`src/rtl/key_switch_conditioner.sv`:
```
// Push-button conditioner: synchronise, debounce and toggle a switch level for the lamp FSM.
// Optional LONG_PRESS_OFF_EN adds a hold counter that forces fake_switch low on a long press.
module key_switch_conditioner #(
  parameter int unsigned DEB_CYCLES     = 200,
  parameter int unsigned LONG_CYCLES    = 20000,
  parameter bit          KEY_ACTIVE_LOW = 1'b1
) (
  input  logic Div_CLK,
  input  logic Sys_RST,
  input  logic Key,
  output logic fake_switch,
  output logic key_level,
  output logic press_pulse,
  output logic long_press
);

  localparam int unsigned    DebW        = $clog2(DEB_CYCLES + 1);
  localparam logic [DebW-1:0] DebLast    = DebW'(DEB_CYCLES - 1);
  localparam logic           RawReleased = KEY_ACTIVE_LOW;

  // Synchroniser, preset to the released raw level so reset never looks like a press.
  logic sync1_q;
  logic sync2_q;
  logic key_s;

  always_ff @(posedge Div_CLK) begin
    if (Sys_RST) begin
      sync1_q <= RawReleased;
      sync2_q <= RawReleased;
    end else begin
      sync1_q <= Key;
      sync2_q <= sync1_q;
    end
  end

  assign key_s = sync2_q ^ KEY_ACTIVE_LOW;

  logic [DebW-1:0] deb_cnt_q;
  logic [DebW-1:0] deb_cnt_d;
  logic            level_q;
  logic            level_d;
  logic            flip;
  logic            rise;
  logic            fall;

  always_comb begin
    deb_cnt_d = '0;
    level_d   = level_q;
    flip      = 1'b0;
    if (key_s != level_q) begin
      if (deb_cnt_q == DebLast) begin
        flip    = 1'b1;
        level_d = ~level_q;
      end else begin
        deb_cnt_d = deb_cnt_q + DebW'(1);
      end
    end
  end

  assign rise = flip & ~level_q;
  assign fall = flip & level_q;

  always_ff @(posedge Div_CLK) begin
    if (Sys_RST) begin
      deb_cnt_q <= '0;
      level_q   <= 1'b0;
    end else begin
      deb_cnt_q <= deb_cnt_d;
      level_q   <= level_d;
    end
  end

`ifdef LONG_PRESS_OFF_EN
  typedef enum logic [1:0] {StReleased, StPressed, StLocked} state_e;

  localparam int unsigned      HoldW    = $clog2(LONG_CYCLES);
  localparam logic [HoldW-1:0] HoldLast = HoldW'(LONG_CYCLES - 1);

  logic [HoldW-1:0] hold_q;
  logic [HoldW-1:0] hold_d;
  logic             long_q;
  logic             long_d;
`else
  typedef enum logic {StReleased, StPressed} state_e;
`endif

  state_e state_q;
  state_e state_d;
  logic   fake_q;
  logic   fake_d;
  logic   press_q;
  logic   press_d;

  always_comb begin
    state_d = state_q;
    fake_d  = fake_q;
    press_d = 1'b0;
`ifdef LONG_PRESS_OFF_EN
    hold_d  = hold_q;
    long_d  = 1'b0;
`endif
    case (state_q)
      StReleased: begin
        if (rise) begin
          state_d = StPressed;
          fake_d  = ~fake_q;
          press_d = 1'b1;
`ifdef LONG_PRESS_OFF_EN
          hold_d  = '0;
`endif
        end
      end
      StPressed: begin
        // A release on the threshold edge wins over the long press.
        if (fall) begin
          state_d = StReleased;
`ifdef LONG_PRESS_OFF_EN
        end else if (hold_q == HoldLast) begin
          state_d = StLocked;
          fake_d  = 1'b0;
          long_d  = 1'b1;
        end else begin
          hold_d = hold_q + HoldW'(1);
`endif
        end
      end
`ifdef LONG_PRESS_OFF_EN
      StLocked: begin
        if (fall) begin
          state_d = StReleased;
        end
      end
`endif
      default: state_d = StReleased;
    endcase
  end

  always_ff @(posedge Div_CLK) begin
    if (Sys_RST) begin
      state_q <= StReleased;
      fake_q  <= 1'b0;
      press_q <= 1'b0;
`ifdef LONG_PRESS_OFF_EN
      hold_q  <= '0;
      long_q  <= 1'b0;
`endif
    end else begin
      state_q <= state_d;
      fake_q  <= fake_d;
      press_q <= press_d;
`ifdef LONG_PRESS_OFF_EN
      hold_q  <= hold_d;
      long_q  <= long_d;
`endif
    end
  end

  assign fake_switch = fake_q;
  assign key_level   = level_q;
  assign press_pulse = press_q;
`ifdef LONG_PRESS_OFF_EN
  assign long_press  = long_q;
`else
  assign long_press  = 1'b0;
`endif

endmodule

```
`config.mk`:
```
export PLATFORM = sky130hd
export DESIGN_NAME = key_switch_conditioner
export DESIGN_NICKNAME = d
export VERILOG_FILES = /design/src/rtl/key_switch_conditioner.sv
export SDC_FILE = /design/constraint.sdc
export NUM_CORES = 1
export LEC_CHECK = 0
export ABC_AREA = 0
export BUFFER_PORTS_ARGS = -buffer_cell sky130_fd_sc_hd__buf_2
export CAP_MARGIN = 40
export CORE_AREA = 2 2 39 41
export DETAILED_ROUTE_END_ITERATION = 10
export DIE_AREA = 0 0 41 43
export PLACE_DENSITY_LB_ADDON = 0.3
export SLEW_MARGIN = 20
export SYNTH_ARGS = -nofsm -noshare
export SYNTH_HDL_FRONTEND = slang
export SYNTH_SLANG_ARGS = --single-unit
```
`constraint.sdc`:
```
create_clock -name Div_CLK -period 3.8 [get_ports Div_CLK]
set_input_delay 0.76 -clock Div_CLK [delete_from_list [all_inputs] [get_ports Div_CLK]]
set_output_delay 0.76 -clock Div_CLK [all_outputs]
set_load 0.005 [all_outputs]
```
Yosys cells after proc, flatten, opt, wreduce, memory -nomap -nowiden
Cells that the tools add are included.

storage, ports and cells
  register bits after elaboration = 14
  logic and storage cells = 26
  output and inout port bits = 4
  input bits = 3

cells by class
  bitwise operators = 7
  reduce and logical (&&, ||, !) cells = 4
  multiplexer cells = 5
  add/sub/neg operators = 1
  equal/unequal tests = 2

operator list
  operator             count
  $add 8x1->8 const B  1
  $eq 8x8->1 const B   1
  $not 1->1            5
  $mux 1               4
  $reduce_and 2->1     2
  $reduce_or 3->1      1
  $and 1x1->1          2
  $pmux 1 s2           1
  $reduce_or 2->1      1
  $ne 1x1->1           1

Longest topological paths before layout
Gate-level depths: netlist (run 1).

  word-level depth = 6
  depth in mapped cells = 4
  mapped depth without buffers = 4

Worst setup path after synthesis (run 1)
OpenSTA, ideal clock, no wires.

  path type = flip-flop to flip-flop
  from = reg deb_cnt_q[4]
  to = reg fake_q, in the netlist fake_switch
  setup slack = 2.213 ns
  path buffers = 0
  period minus slack after synthesis = 1.587 ns
  arrival time = 1.466 ns
  cell stages (with the launch flop) = 4
  required time = 3.679 ns
  setup time = 0.121 ns
  cells stage by stage = dfxtp_1 > or4b_4 > nor4_4 > mux2_2

between the ends
  word-level cells in the longest chain between the ends = 5

RTL lines
  item                        RTL line  source
  from (decl)                 38        logic [DebW-1:0] deb_cnt_q;
  from (signal assigned)      68        deb_cnt_q <= deb_cnt_d;
  $eq 8x8->1                  51        if (deb_cnt_q == DebLast) begin
  $mux 1                      51
  $mux 1                      50        if (key_s != level_q) begin
  $and 1x1->1                 60        assign rise = flip & ~level_q;
  $reduce_and 2->1 (no line)  -
  to (signal assigned)        149       fake_q <= fake_d;
  to (decl)                   89        logic fake_q;

No other way between the ends.
A chain may end at the register's enable or synchronous reset.

Worst setup path in the final report (run 1)
Same ends and word-level chain as after synthesis.

==> flow_summary.yaml, run 1 <==
sta:
  fin_ws_ps: 2158
  final-hold-violation-count: 0
  rsz0062_at_grt: "false"
  fin_worst_skew_ps: 0.9120
  finalSetupViolCount: 0
  drv_slew: 0
  setup_tns_ps: 0
  fmax_mhz: 609.1
  min_period_ps: 1642
  min_period_over_period_pct: 43.21
place:
  dp_hpwl_microns: 615.5
  place_congestion: 0.7128
  io_buffer_count: 5
  dpl_cell_area_sq_um: 579.3
  dp_slack_ps: 2166
setup_path:
  critical_path_class: "reg2reg"
  endpoint_kind: "flip-flop"
  crit_chain: "or4b_4 > nor4_4 > mux2_2"
  start_kind: "flip-flop"
  critical_path_arrival_ps: 1810
  required_ps: 3970
  crit_fanout: 5
  crit_slowest_cell: "or4b_4"
  slowest_delay_ps: 590
layout:
  fillers: 135
  antenna_cells: 0
  syn2layout_area_growth_pct: 11.78
  fin_nets: 70
  final_core_util_pct: 43.76
  drive_gt1_share_pct: 20.00
  final_area_sq_um: 605.6
global_route:
  grt_overflow: 0
  grt_pass1_wl_mm: 1.386
  grt_max_degree: 8
  grt_pass1_vias: 348
  track_usage_pct: 12.04
  antenna_found_initial: 0
detailed_routing:
  via_per_inst: 4.975
  wl_microns: 832
  firstDrtPassIters: 4
  drc: 0
  wl_per_cell_microns: 10.27
  vias: 403
  drtIter0Drc: 10
  drt.antenna.violating_nets: 0
die:
  coreArea_sq_mm: 0.001384
  die_area_sq_mm: 0.001763
  initial_core_util_pct: 39.15
  die_x_microns: 41
  rows: 14
  ios: 7
  fp.dieH_microns: 43
clocking:
  postCtsSetupRepairBufs: 0
  clock-sinks: 13
  clk_latency_ps: 280
  clk_pin_slew_ps: 80
  cts_buffer_depth: 2
  post_cts_resized: 0
  root_buffer: "clkbuf_4"
  cts_tree: "built"
  cts_hold_buf: 0
  cts-buffers-inserted: 3
  ctsHtreeMaxLevel: 1
synthesis:
  synth_fp_nets: 61
  synthCells: 57
  yosysWarnings: 0
  synth_area_per_cell_sq_um: 9.505
  yosysSeqAreaShare_pct: 48.04
  synth-seq-cells: 13
  syn-cell-area_sq_um: 541.8
  synth_cell_types: 24
power:
  ir_worst_vdd_mv: 0.1816
  p_leak_nw: 0.2319
  p_per_area_mw_per_mm2: 378.7
  total_power_w: 0.0002293
outcome:
  run_status: "finished, final reports clean"
job:
  drv_cap: 0
min_path:
  hp-class: "reg2reg"
cells by family after synthesis:
logic type / share of synthesized area (%)
adder cells (fa/ha/maj): 2.309
AND/OR/NAND/NOR: 28.87
AO/OA/AOI/OAI: 8.775
multiplexers: 2.078
XOR/XNOR: 6.468
flip-flops: 48.04
buffers and inverters: 2.772
other: 0.6922
sequential cells by signal, indices dropped and copies added, names as in the netlist:
register,flops
deb_cnt_q,8
fake_switch,1
key_level,1
press_pulse,1
sync1_q,1
sync2_q,1
where the power goes:
part | leakage [nW] | internal (W) | switching [W]
logic | 0.112 | 0.00000221 | 0.00000297
registers | 0.105 | 0.000137 | 0.000000881
clock network | 0.0150 | 0.0000407 | 0.0000452
through the flow:
step           cells  hold slack [ps]
2_1_floorplan     57            389.5
3_5_place_dp      77            398.7
4_1_cts           81            418.4
3_3_place_gp      77            394.0
5_1_grt           81            429.7
6_report          81            413.4
synthesized netlist by cell type:
cell      number  area (sq um)
dfxtp_1       13         260.3
nor2_1         6         22.52
nand3_1        4         20.02
a21oi_1        3         15.01
nand2_1        3         11.26
o21ai_0        3         15.01
or3_1          3         18.77
and2_1         2         12.51
inv_1          2         7.510
or2_2          2         12.51
xnor2_1        2         17.52
xor2_1         2         17.52
and3_1         1         6.260
buf_4          1         7.510
conb_1         1         3.750
ha_1           1         12.51
mux2_2         1         11.26
nand4_1        1         6.260
nor2b_1        1         6.260
nor3_1         1         5.000
nor4_4         1         21.27
o211ai_1       1         7.510
o311a_1        1         10.01
or4b_4         1         13.76
area by class of cell:
cell class | instances | area (sq um) | area share (%)
clock buffers | 4 | 26.28 | 4.339
inverters | 2 | 7.507 | 1.240
multi-input cells | 41 | 266.5 | 44.01
flip-flops and latches | 13 | 260.3 | 42.98
well taps | 16 | 20.02 | 3.306
repair buffers | 5 | 25.02 | 4.132
worst max-delay path: cells and delay by family (launching register included):
| kind | cells | cell delay [ps] |
|---|---|---|
| simple gates | 2 | 830 |
| flops | 1 | 360 |
| mux | 1 | 350 |
layer usage:
layer  vias to the layer above  wire [microns]  track usage, %
li1                        210               -               -
met1                       181             429           15.18
met2                         8             341           15.31
met3                         4              36           4.712
met4                         0              24           10.00
met5                         -               0               0
path summary, 6_finish.rpt:
| check | startpoint | endpoint | slack (ps) | cells after the start |
|---|---|---|---|---|
| max | deb_cnt_q[4] | fake_switch | 2160 | 3 |
| min | sync1_q | sync2_q | 410 | 1 |
| max reg2reg | deb_cnt_q[4] | fake_switch | 2160 | 3 |
| min reg2reg | sync1_q | sync2_q | 410 | 1 |
layout by cell type, fill, tap and decap left out:
cell	n
ha_1	1
or2_2	2
nor3_1	1
conb_1	1
or3_1	3
nand3_1	4
nor2b_1	1
nand4_1	1
xor2_1	2
nor4_4	1
or4b_4	1
o211ai_1	1
and3_1	1
xnor2_1	2
inv_1	2
clkbuf_1	1
o311a_1	1
a21oi_1	3
o21ai_0	3
dfxtp_1	13
nor2_1	6
and2_1	2
buf_2	5
mux2_2	1
nand2_1	3
clkbuf_4	3
(Power assumes the default switching activity.)
==> run 2, diff against run 1 <==
Clock period 3.8 ns to 1.6 ns, I/O delays scaled along.
==> flow_summary.yaml, run 2 (synthesis gave the netlist of run 1 again) <==
clocking:
  cts_buffer_depth: 2
  cts_hold_buf: 0
  ctsHtreeMaxLevel: 1
  clk_latency_ps: 270
  clock-sinks: 13
  post_cts_resized: 0
  cts-buffers-inserted: 3
  root_buffer: "clkbuf_4"
  postCtsSetupRepairBufs: 0
  cts_tree: "built"
  clk_pin_slew_ps: 80
global_route:
  grt_pass1_vias: 364
  track_usage_pct: 12.51
  grt_overflow: 0
  antenna_found_initial: 0
  grt_pass1_wl_mm: 1.469
  grt_max_degree: 8
die:
  rows: 14
  initial_core_util_pct: 39.15
  coreArea_sq_mm: 0.001384
  ios: 7
  die_area_sq_mm: 0.001763
  die_x_microns: 41
  fp.dieH_microns: 43
power:
  total_power_w: 0.0005414
  p_per_area_mw_per_mm2: 841.8
  ir_worst_vdd_mv: 0.4841
  p_leak_nw: 0.2580
outcome:
  run_status: "finished, final reports clean"
detailed_routing:
  drt.antenna.violating_nets: 0
  via_per_inst: 4.919
  drtIter0Drc: 13
  drc: 0
  firstDrtPassIters: 4
  vias: 423
  wl_microns: 855
  wl_per_cell_microns: 9.942
sta:
  fin_worst_skew_ps: 1.030
  finalSetupViolCount: 0
  min_period_over_period_pct: 95.03
  drv_slew: 0
  rsz0062_at_grt: "false"
  setup_tns_ps: 0
  final-hold-violation-count: 0
  fmax_mhz: 657.7
  min_period_ps: 1520
min_path:
  hp-class: "in2reg"
setup_path:
  crit_fanout: 5
  critical_path_arrival_ps: 1680
  cpLargestDelayFamily: "simple AND/OR/NAND/NOR gates"
  slowest_delay_ps: 570
  critical_path_class: "reg2reg"
  crit_chain: "or4b_4 > and3_1 > o311a_1"
  crit_slowest_cell: "or4b_4"
  endpoint_kind: "flip-flop"
  required_ps: 1760
  critPathBufInv: 0
  start_kind: "flip-flop"
layout:
  fin_nets: 75
  drive_gt1_share_pct: 25.71
  largest_reg_flops: 8
  antenna_cells: 0
  layout_commonest_cell: "dfxtp_1"
  fillers: 132
  syn2layout_area_growth_pct: 18.71
  top_register: "deb_cnt_q"
  final_cell_mix: "dfxtp_1, nor2_1, buf_2, buf_4, nand3_1"
place:
  io_buffer_count: 5
  dp_hpwl_microns: 643.8
  place_congestion: 0.7853
job:
  drv_cap: 0
-- run 2: changes by cell type in the layout (fill, tap and decap cells not counted) --
| cell | previous run | this run |
|---|---|---|
| buf_4 | 0 | 5 |
-- run 2: metrics by stage --
step,util (%),cell area (sq um),worst slack [ps],hold slack [ps],instances
after floorplan,-,541.8,13.37,389.1,57
after global placement,44.57,616.8,32.59,397.3,82
after detailed placement,44.57,616.8,11.10,394.1,82
after CTS,46.47,643.1,1.434,216.5,86
after global routing,46.47,643.1,24.91,213.8,86
final,46.47,643.1,79.57,223.7,86
-- run 2: power by group --
group          leakage, nW  switching [W]  internal [W]
combinational        0.138     0.00000717    0.00000602
sequential           0.105     0.00000205      0.000326
clock               0.0150       0.000103     0.0000965
-- run 2: area by class of cell --
type | instances | area (sq um) | area share (%)
clock buffer | 4 | 26.28 | 4.086
inverter | 2 | 7.507 | 1.167
multi-input combinational | 41 | 266.5 | 41.44
sequential | 13 | 260.3 | 40.47
tap | 16 | 20.02 | 3.113
timing repair buffer | 10 | 62.56 | 9.728
-- run 2: worst paths after layout --
| kind | start | endpoint | slack [ps] | depth (start not counted) |
|---|---|---|---|---|
| setup / recovery | deb_cnt_q[4] | deb_cnt_q[6] | 80 | 3 |
| hold / removal | Key | sync1_q | 220 | 2 |
| hold reg to reg | sync1_q | sync2_q | 410 | 1 |
| setup reg to reg | deb_cnt_q[4] | deb_cnt_q[6] | 80 | 3 |
-- run 2: layer usage --
layer | GRT usage [%] | up-vias | routed length (microns)
li1 | - | 224 | -
met1 | 17.65 | 184 | 409
met2 | 16.25 | 15 | 408
met3 | 4.712 | 0 | 37
met4 | 6.000 | 0 | 0
met5 | 0 | - | 0
